$ cat src/rtl/sim_ram_arbiter.sv
// sim_ram_arbiter
//   Round-robin front end that shares one RAMHelper port among NUM_CH
//   request/response channels. One transaction is in flight at a time:
//   IDLE (arbitrate) -> ISSUE (drive RAM) -> CAPTURE (sample rdata)
//   -> WAIT (LATENCY-1 cycles, skipped when LATENCY=1) -> RESP (handshake).
//
// Ports
//   clock, reset            single clock, synchronous active-high reset
//   req_valid_i/req_ready_o per-channel request handshake (ready one-hot in IDLE)
//   req_wen_i               1 = write, 0 = read
//   req_addr_i              byte address, channel i at slice i
//   req_wdata_i/req_wmask_i write data and byte enables, channel i at slice i
//   rsp_valid_o/rsp_ready_i per-channel response handshake (valid one-hot)
//   rsp_rdata_o, rsp_err_o  shared response payload, qualified by rsp_valid_o
//   ram_*                   RAMHelper port; all zero outside ISSUE
//
// Optional feature
//   SIM_RAM_ADDR_CHECK_EN   when defined, requests outside
//                           [BASE_ADDR, BASE_ADDR + 2^IDX_W*DATA_W/8) never touch
//                           the RAM and answer with rsp_err_o=1, rdata=0.
//                           When undefined, indices wrap by truncation.
module sim_ram_arbiter #(
  parameter int          NUM_CH    = 2,
  parameter int          DATA_W    = 64,
  parameter int          ADDR_W    = 64,
  parameter int          IDX_W     = 16,
  parameter int          LATENCY   = 1,
  parameter logic [63:0] BASE_ADDR = 64'h8000_0000
) (
  input  logic                       clock,
  input  logic                       reset,
  input  logic [NUM_CH-1:0]          req_valid_i,
  output logic [NUM_CH-1:0]          req_ready_o,
  input  logic [NUM_CH-1:0]          req_wen_i,
  input  logic [NUM_CH*ADDR_W-1:0]   req_addr_i,
  input  logic [NUM_CH*DATA_W-1:0]   req_wdata_i,
  input  logic [NUM_CH*DATA_W/8-1:0] req_wmask_i,
  output logic [NUM_CH-1:0]          rsp_valid_o,
  input  logic [NUM_CH-1:0]          rsp_ready_i,
  output logic [DATA_W-1:0]          rsp_rdata_o,
  output logic                       rsp_err_o,
  output logic                       ram_en_o,
  output logic                       ram_wen_o,
  output logic [IDX_W-1:0]           ram_idx_o,
  output logic [DATA_W-1:0]          ram_wdata_o,
  output logic [DATA_W-1:0]          ram_wmask_o,
  input  logic [DATA_W-1:0]          ram_rdata_i
);

  localparam int BYTES  = DATA_W / 8;
  localparam int OFF_SH = $clog2(BYTES);
  localparam int CH_W   = (NUM_CH > 1) ? $clog2(NUM_CH) : 1;
  localparam int CNT_W  = $clog2(LATENCY + 1);
  localparam logic [ADDR_W-1:0] BASE = ADDR_W'(BASE_ADDR);

  typedef enum logic [2:0] {S_IDLE, S_ISSUE, S_CAPTURE, S_WAIT, S_RESP} state_t;

  state_t            state, state_nxt;
  logic [CH_W-1:0]   rr_ptr;
  logic [CNT_W-1:0]  cnt;

  logic [NUM_CH-1:0] grant;
  logic [CH_W-1:0]   grant_id;
  logic              grant_any;
  logic              accept;
  logic [ADDR_W-1:0] addr_sel;
  logic [IDX_W-1:0]  idx_sel;
  logic              err_sel;

  // Latched transaction (captured at acceptance, drives ISSUE and RESP)
  logic [CH_W-1:0]   ch_p0;
  logic              wen_p0;
  logic [IDX_W-1:0]  idx_p0;
  logic [DATA_W-1:0] wdata_p0;
  logic [DATA_W-1:0] wmask_p0;
  logic              err_p0;
  // Captured read data (CAPTURE -> RESP)
  logic [DATA_W-1:0] rdata_p1;

  logic              issue_en;

  function automatic logic [DATA_W-1:0] expand_mask(input logic [BYTES-1:0] m);
    logic [DATA_W-1:0] r;
    r = '0;
    for (int b = 0; b < BYTES; b++) r[b*8 +: 8] = {8{m[b]}};
    return r;
  endfunction

  // Round-robin search: channels at or above rr_ptr first, then the wrapped part.
  always_comb begin
    grant     = '0;
    grant_id  = '0;
    grant_any = 1'b0;
    for (int j = 0; j < NUM_CH; j++) begin
      if (!grant_any && req_valid_i[j] && (j >= int'(rr_ptr))) begin
        grant_any = 1'b1;
        grant[j]  = 1'b1;
        grant_id  = CH_W'(j);
      end
    end
    for (int j = 0; j < NUM_CH; j++) begin
      if (!grant_any && req_valid_i[j] && (j < int'(rr_ptr))) begin
        grant_any = 1'b1;
        grant[j]  = 1'b1;
        grant_id  = CH_W'(j);
      end
    end
  end

  assign accept   = (state == S_IDLE) && grant_any;
  assign addr_sel = req_addr_i[grant_id*ADDR_W +: ADDR_W];
  // Word index: byte offset from BASE, sub-word bits dropped, truncated to IDX_W.
  assign idx_sel  = IDX_W'((addr_sel - BASE) >> OFF_SH);

`ifdef SIM_RAM_ADDR_CHECK_EN
  assign err_sel  = (addr_sel < BASE) || (((addr_sel - BASE) >> (OFF_SH + IDX_W)) != '0);
`else
  assign err_sel  = 1'b0;
`endif

  // State register
  always_ff @(posedge clock) begin
    if (reset) state <= S_IDLE;
    else       state <= state_nxt;
  end

  // Next-state logic
  always_comb begin
    state_nxt = state;
    case (state)
      S_IDLE:    if (grant_any) state_nxt = S_ISSUE;
      S_ISSUE:   state_nxt = S_CAPTURE;
      S_CAPTURE: state_nxt = (LATENCY > 1) ? S_WAIT : S_RESP;
      S_WAIT:    if (cnt <= CNT_W'(1)) state_nxt = S_RESP;
      S_RESP:    if (rsp_ready_i[ch_p0]) state_nxt = S_IDLE;
      default:   state_nxt = S_IDLE;
    endcase
  end

  // Arbitration pointer and wait counter
  always_ff @(posedge clock) begin
    if (reset) begin
      rr_ptr <= '0;
      cnt    <= '0;
    end else begin
      if (accept) rr_ptr <= (grant_id == CH_W'(NUM_CH - 1)) ? '0 : grant_id + 1'b1;
      if (state == S_CAPTURE)   cnt <= CNT_W'(LATENCY - 1);
      else if (state == S_WAIT) cnt <= cnt - 1'b1;
    end
  end

  // Transaction latch at acceptance / read-data capture
  always_ff @(posedge clock) begin
    if (accept) begin
      ch_p0    <= grant_id;
      wen_p0   <= req_wen_i[grant_id];
      idx_p0   <= idx_sel;
      wdata_p0 <= req_wdata_i[grant_id*DATA_W +: DATA_W];
      wmask_p0 <= expand_mask(req_wmask_i[grant_id*BYTES +: BYTES]);
      err_p0   <= err_sel;
    end
    if (state == S_CAPTURE) rdata_p1 <= (wen_p0 || err_p0) ? '0 : ram_rdata_i;
  end

  // Outputs
  assign issue_en = (state == S_ISSUE) && !err_p0;

  always_comb begin
    req_ready_o = (state == S_IDLE && !reset) ? grant : '0;
    rsp_valid_o = '0;
    rsp_rdata_o = '0;
    rsp_err_o   = 1'b0;
    if (state == S_RESP) begin
      rsp_valid_o[ch_p0] = 1'b1;
      rsp_rdata_o        = rdata_p1;
      rsp_err_o          = err_p0;
    end
    ram_en_o    = issue_en;
    ram_wen_o   = issue_en && wen_p0;
    ram_idx_o   = issue_en ? idx_p0   : '0;
    ram_wdata_o = issue_en ? wdata_p0 : '0;
    ram_wmask_o = issue_en ? wmask_p0 : '0;
  end

endmodule
$ cat config.mk
export PLATFORM = sky130hd
export DESIGN_NAME = sim_ram_arbiter
export DESIGN_NICKNAME = d
export VERILOG_FILES = /design/src/rtl/sim_ram_arbiter.sv
export SDC_FILE = /design/constraint.sdc
export NUM_CORES = 1
export LEC_CHECK = 0
export ABC_AREA = 1
export BUFFER_PORTS_ARGS = -buffer_cell sky130_fd_sc_hd__buf_2
export CAP_MARGIN = 20
export CORE_AREA = 2 2 219 221
export DETAILED_ROUTE_END_ITERATION = 10
export DIE_AREA = 0 0 221 223
export SETUP_SLACK_MARGIN = 0.05
export SYNTH_ARGS = -nofsm -noshare
export SYNTH_HDL_FRONTEND = slang
export SYNTH_SLANG_ARGS = --single-unit
$ cat constraint.sdc
create_clock -name clock -period 5 [get_ports clock]
set_input_delay 0.75 -clock clock [delete_from_list [all_inputs] [get_ports clock]]
set_output_delay 0.75 -clock clock [all_outputs]
set_load 0.03 [all_outputs]
==> flow_summary.toml <==
[sta]
worstMarginPinSlew_ps = 834.3
timing.fmax_ghz = 0.3228
drv_slew = 0
layout_setup_ws_ps = 1902
finalCriticalPeriod_ps = 3098
finalCritPeriodShare = 0.6195
whs_ps = 531.4
finClkSkew_ps = 8.198
rsz0062_at_grt = "false"
slew_headroom = 0.4438
finalHoldViolCount = 0
setup_viol = 0
tns_ps = 0

[clock_tree]
clockBufferDepth = 2
cts_resized = 0
postCtsSetupRepairBufs = 0
insertion_delay_ps = 460
cts_made_buffers = 17
cts_root_buf = "clkbuf_16"
cts_sinks = 158
cts_tree = "yes"
cts-htree-levels = 4
hold_buffers = 0
clk_pin_slew_ps = 60

[power_and_ir_drop]
p_leak_uw = 0.006426
power_uw = 4056
pwr_density_cell_nw_per_um2 = 361.0
vdd_drop_max_mv = 0.2211

[yosys]
yosysWarnings = 0
synth_top_area_frac = 0.5664
ys_ff_latch = 158
syn-cell-area_um2 = 8164
ys_seq_area_frac = 0.5762
synthTopCellsByCount = "nand2_1, nor2_1, inv_1"
avgSynthCellArea_um2 = 8.189
synthesis.nets = 1341
ys_types = 14
post-synth-top-count-cell = "nand2_1"
ys_top_cells_by_area = "edfxtp_1, nand2_1, nor2_1, inv_1, buf_4"
synth_edf_count = 154
synthArstFlopShare = 0
synth_area_leader_cell = "edfxtp_1"
netlist_instances = 997
synthFlopType = "edfxtp_1"

[detailed_routing]
wire_per_inst_um = 12.69
drt_iter0_drc = 300
dr.pass1.iters = 4
ant_nets = 0
via_per_inst = 3.592
drc = 0
via_count = 7227
drt-total-wl_um = 25530

[setup_path]
ff2ff_path_depth = 6
crit_buf_inv = 2
cp_data_arrival_time_ps = 2350
required_ps = 4250
r2r_slack_ps = 2610
path_cells = "nor2_1, nand2_4, buf_4, nor2_1, buf_2"
timing.rr.start = "state[2]"
cpMostUsedCell = "nor2_1"
endpoint = "ram_idx_o[4]"
worstSetupStartpointType = "flop"
r2r_end = "wdata_p0[22]"
worstSetupPathDepth = 5
worstSetupStartpoint = "state[2]"
cp_top_family = "buffers and inverters"
cpMaxStageDelayCell = "buf_4"
end_kind = "primary output"
cpPeakStageDelay_ps = 520
crit_type = "flop to primary output"
crit_path_max_fanout = 52

[floorplan]
coreArea_um2 = 47150
die_w_um = 221
dieHeight_um = 223
die_area_um2 = 49280
initial_core_util = 0.1732
ios = 559
rows = 80

[grt]
use_met1 = 0.1241
use_met2 = 0.1673
grt_pass1_vias = 6998
antenna_found_initial = 4
grt_max_degree = 68
grt_usage = 0.1044
grt_most_used_layer = "met2"
grt_pass1_wl_um = 38320
overflow = 0
use_met3 = 0.03911

[placed_design]
place.gp.congestion = 0.8584
post-dp-hpwl_um = 19800
port_buffers = 461
post-place-ws_ps = 2153

[cells_and_area]
num-nets-final = 1729
synthToLayoutAreaGrowth_pct = 37.59
final_layout_size_suffix_gt1_frac = 0.3603

[run_status]
status = "finished, final reports clean"

[run]
maxCapViolations = 0

[min_path]
hold_class = "primary input to flop"
==> worst min-delay path by stage <==
stage	from	to	slack (ps)	cells after the start
finish	reset	state[0]	530	2
global route	reset	state[0]	500	2
CTS	reset	state[0]	470	2
detailed placement	rr_ptr	rr_ptr	540	4
global placement	rr_ptr	rr_ptr	510	4
floorplan	rr_ptr	rr_ptr	480	4
==> cell families after synthesis <==
family,Yosys count,synth area share
buf+inv,327,0.1874
flops,158,0.5762
compound gates,1,0.0006124
simple gates,510,0.2352
other cells,1,0.0004593
==> state kept, by name (all words and copies together) (netlist names) <==
| register | flops |
|---|---|
| state | 3 |
| wen_p0 | 1 |
| idx_p0 | 16 |
| wdata_p0 | 64 |
| rr_ptr | 1 |
| wmask_p0 | 8 |
| ch_p0 | 1 |
| rdata_p1 | 64 |
==> layout by cell type, fill, tap and decap left out, types with 2 or more instances in the layout <==
master / instances
dfxtp_1: 4
inv_1: 226
bufinv_16: 3
nand2_4: 2
clkbuf_16: 17
clkinv_2: 6
nor2_1: 228
clkinvlp_4: 2
buf_4: 7
buf_2: 461
clkinv_4: 2
nor3_1: 2
nand2_1: 275
edfxtp_1: 154
==> through the flow <==
stage	util	cells	area, µm²
5_1_grt	0.2382	2011	11230
3_5_place_dp	0.2260	1981	10650
4_1_cts	0.2382	2011	11230
3_3_place_gp	0.2260	1981	10650
6_report	0.2383	2012	11230
2_1_floorplan	-	997	8169
==> power breakdown <==
part	switching, µW	internal (µW)	total, µW
sequential	44.4	1680	1730
clock	539	773	1310
combinational	750	267	1020
==> cell type report <==
cell class              count  area, µm²
multi-input cells         512       1961
repair buffers            468       2360
flip-flops and latches    158       4705
clock inverters            12      147.6
well taps                 615      769.5
fillers                  5267      35910
inverters                 228      859.6
clock buffers              18      429.2
diodes                      1      2.502
==> routing by layer <==
layer	vias up	routed length (µm)
met5	-	24
met3	36	2106
li1	3617	-
met4	4	675
met2	370	11690
met1	3200	11030
Note: power is estimated with default switching activity, not from simulation.
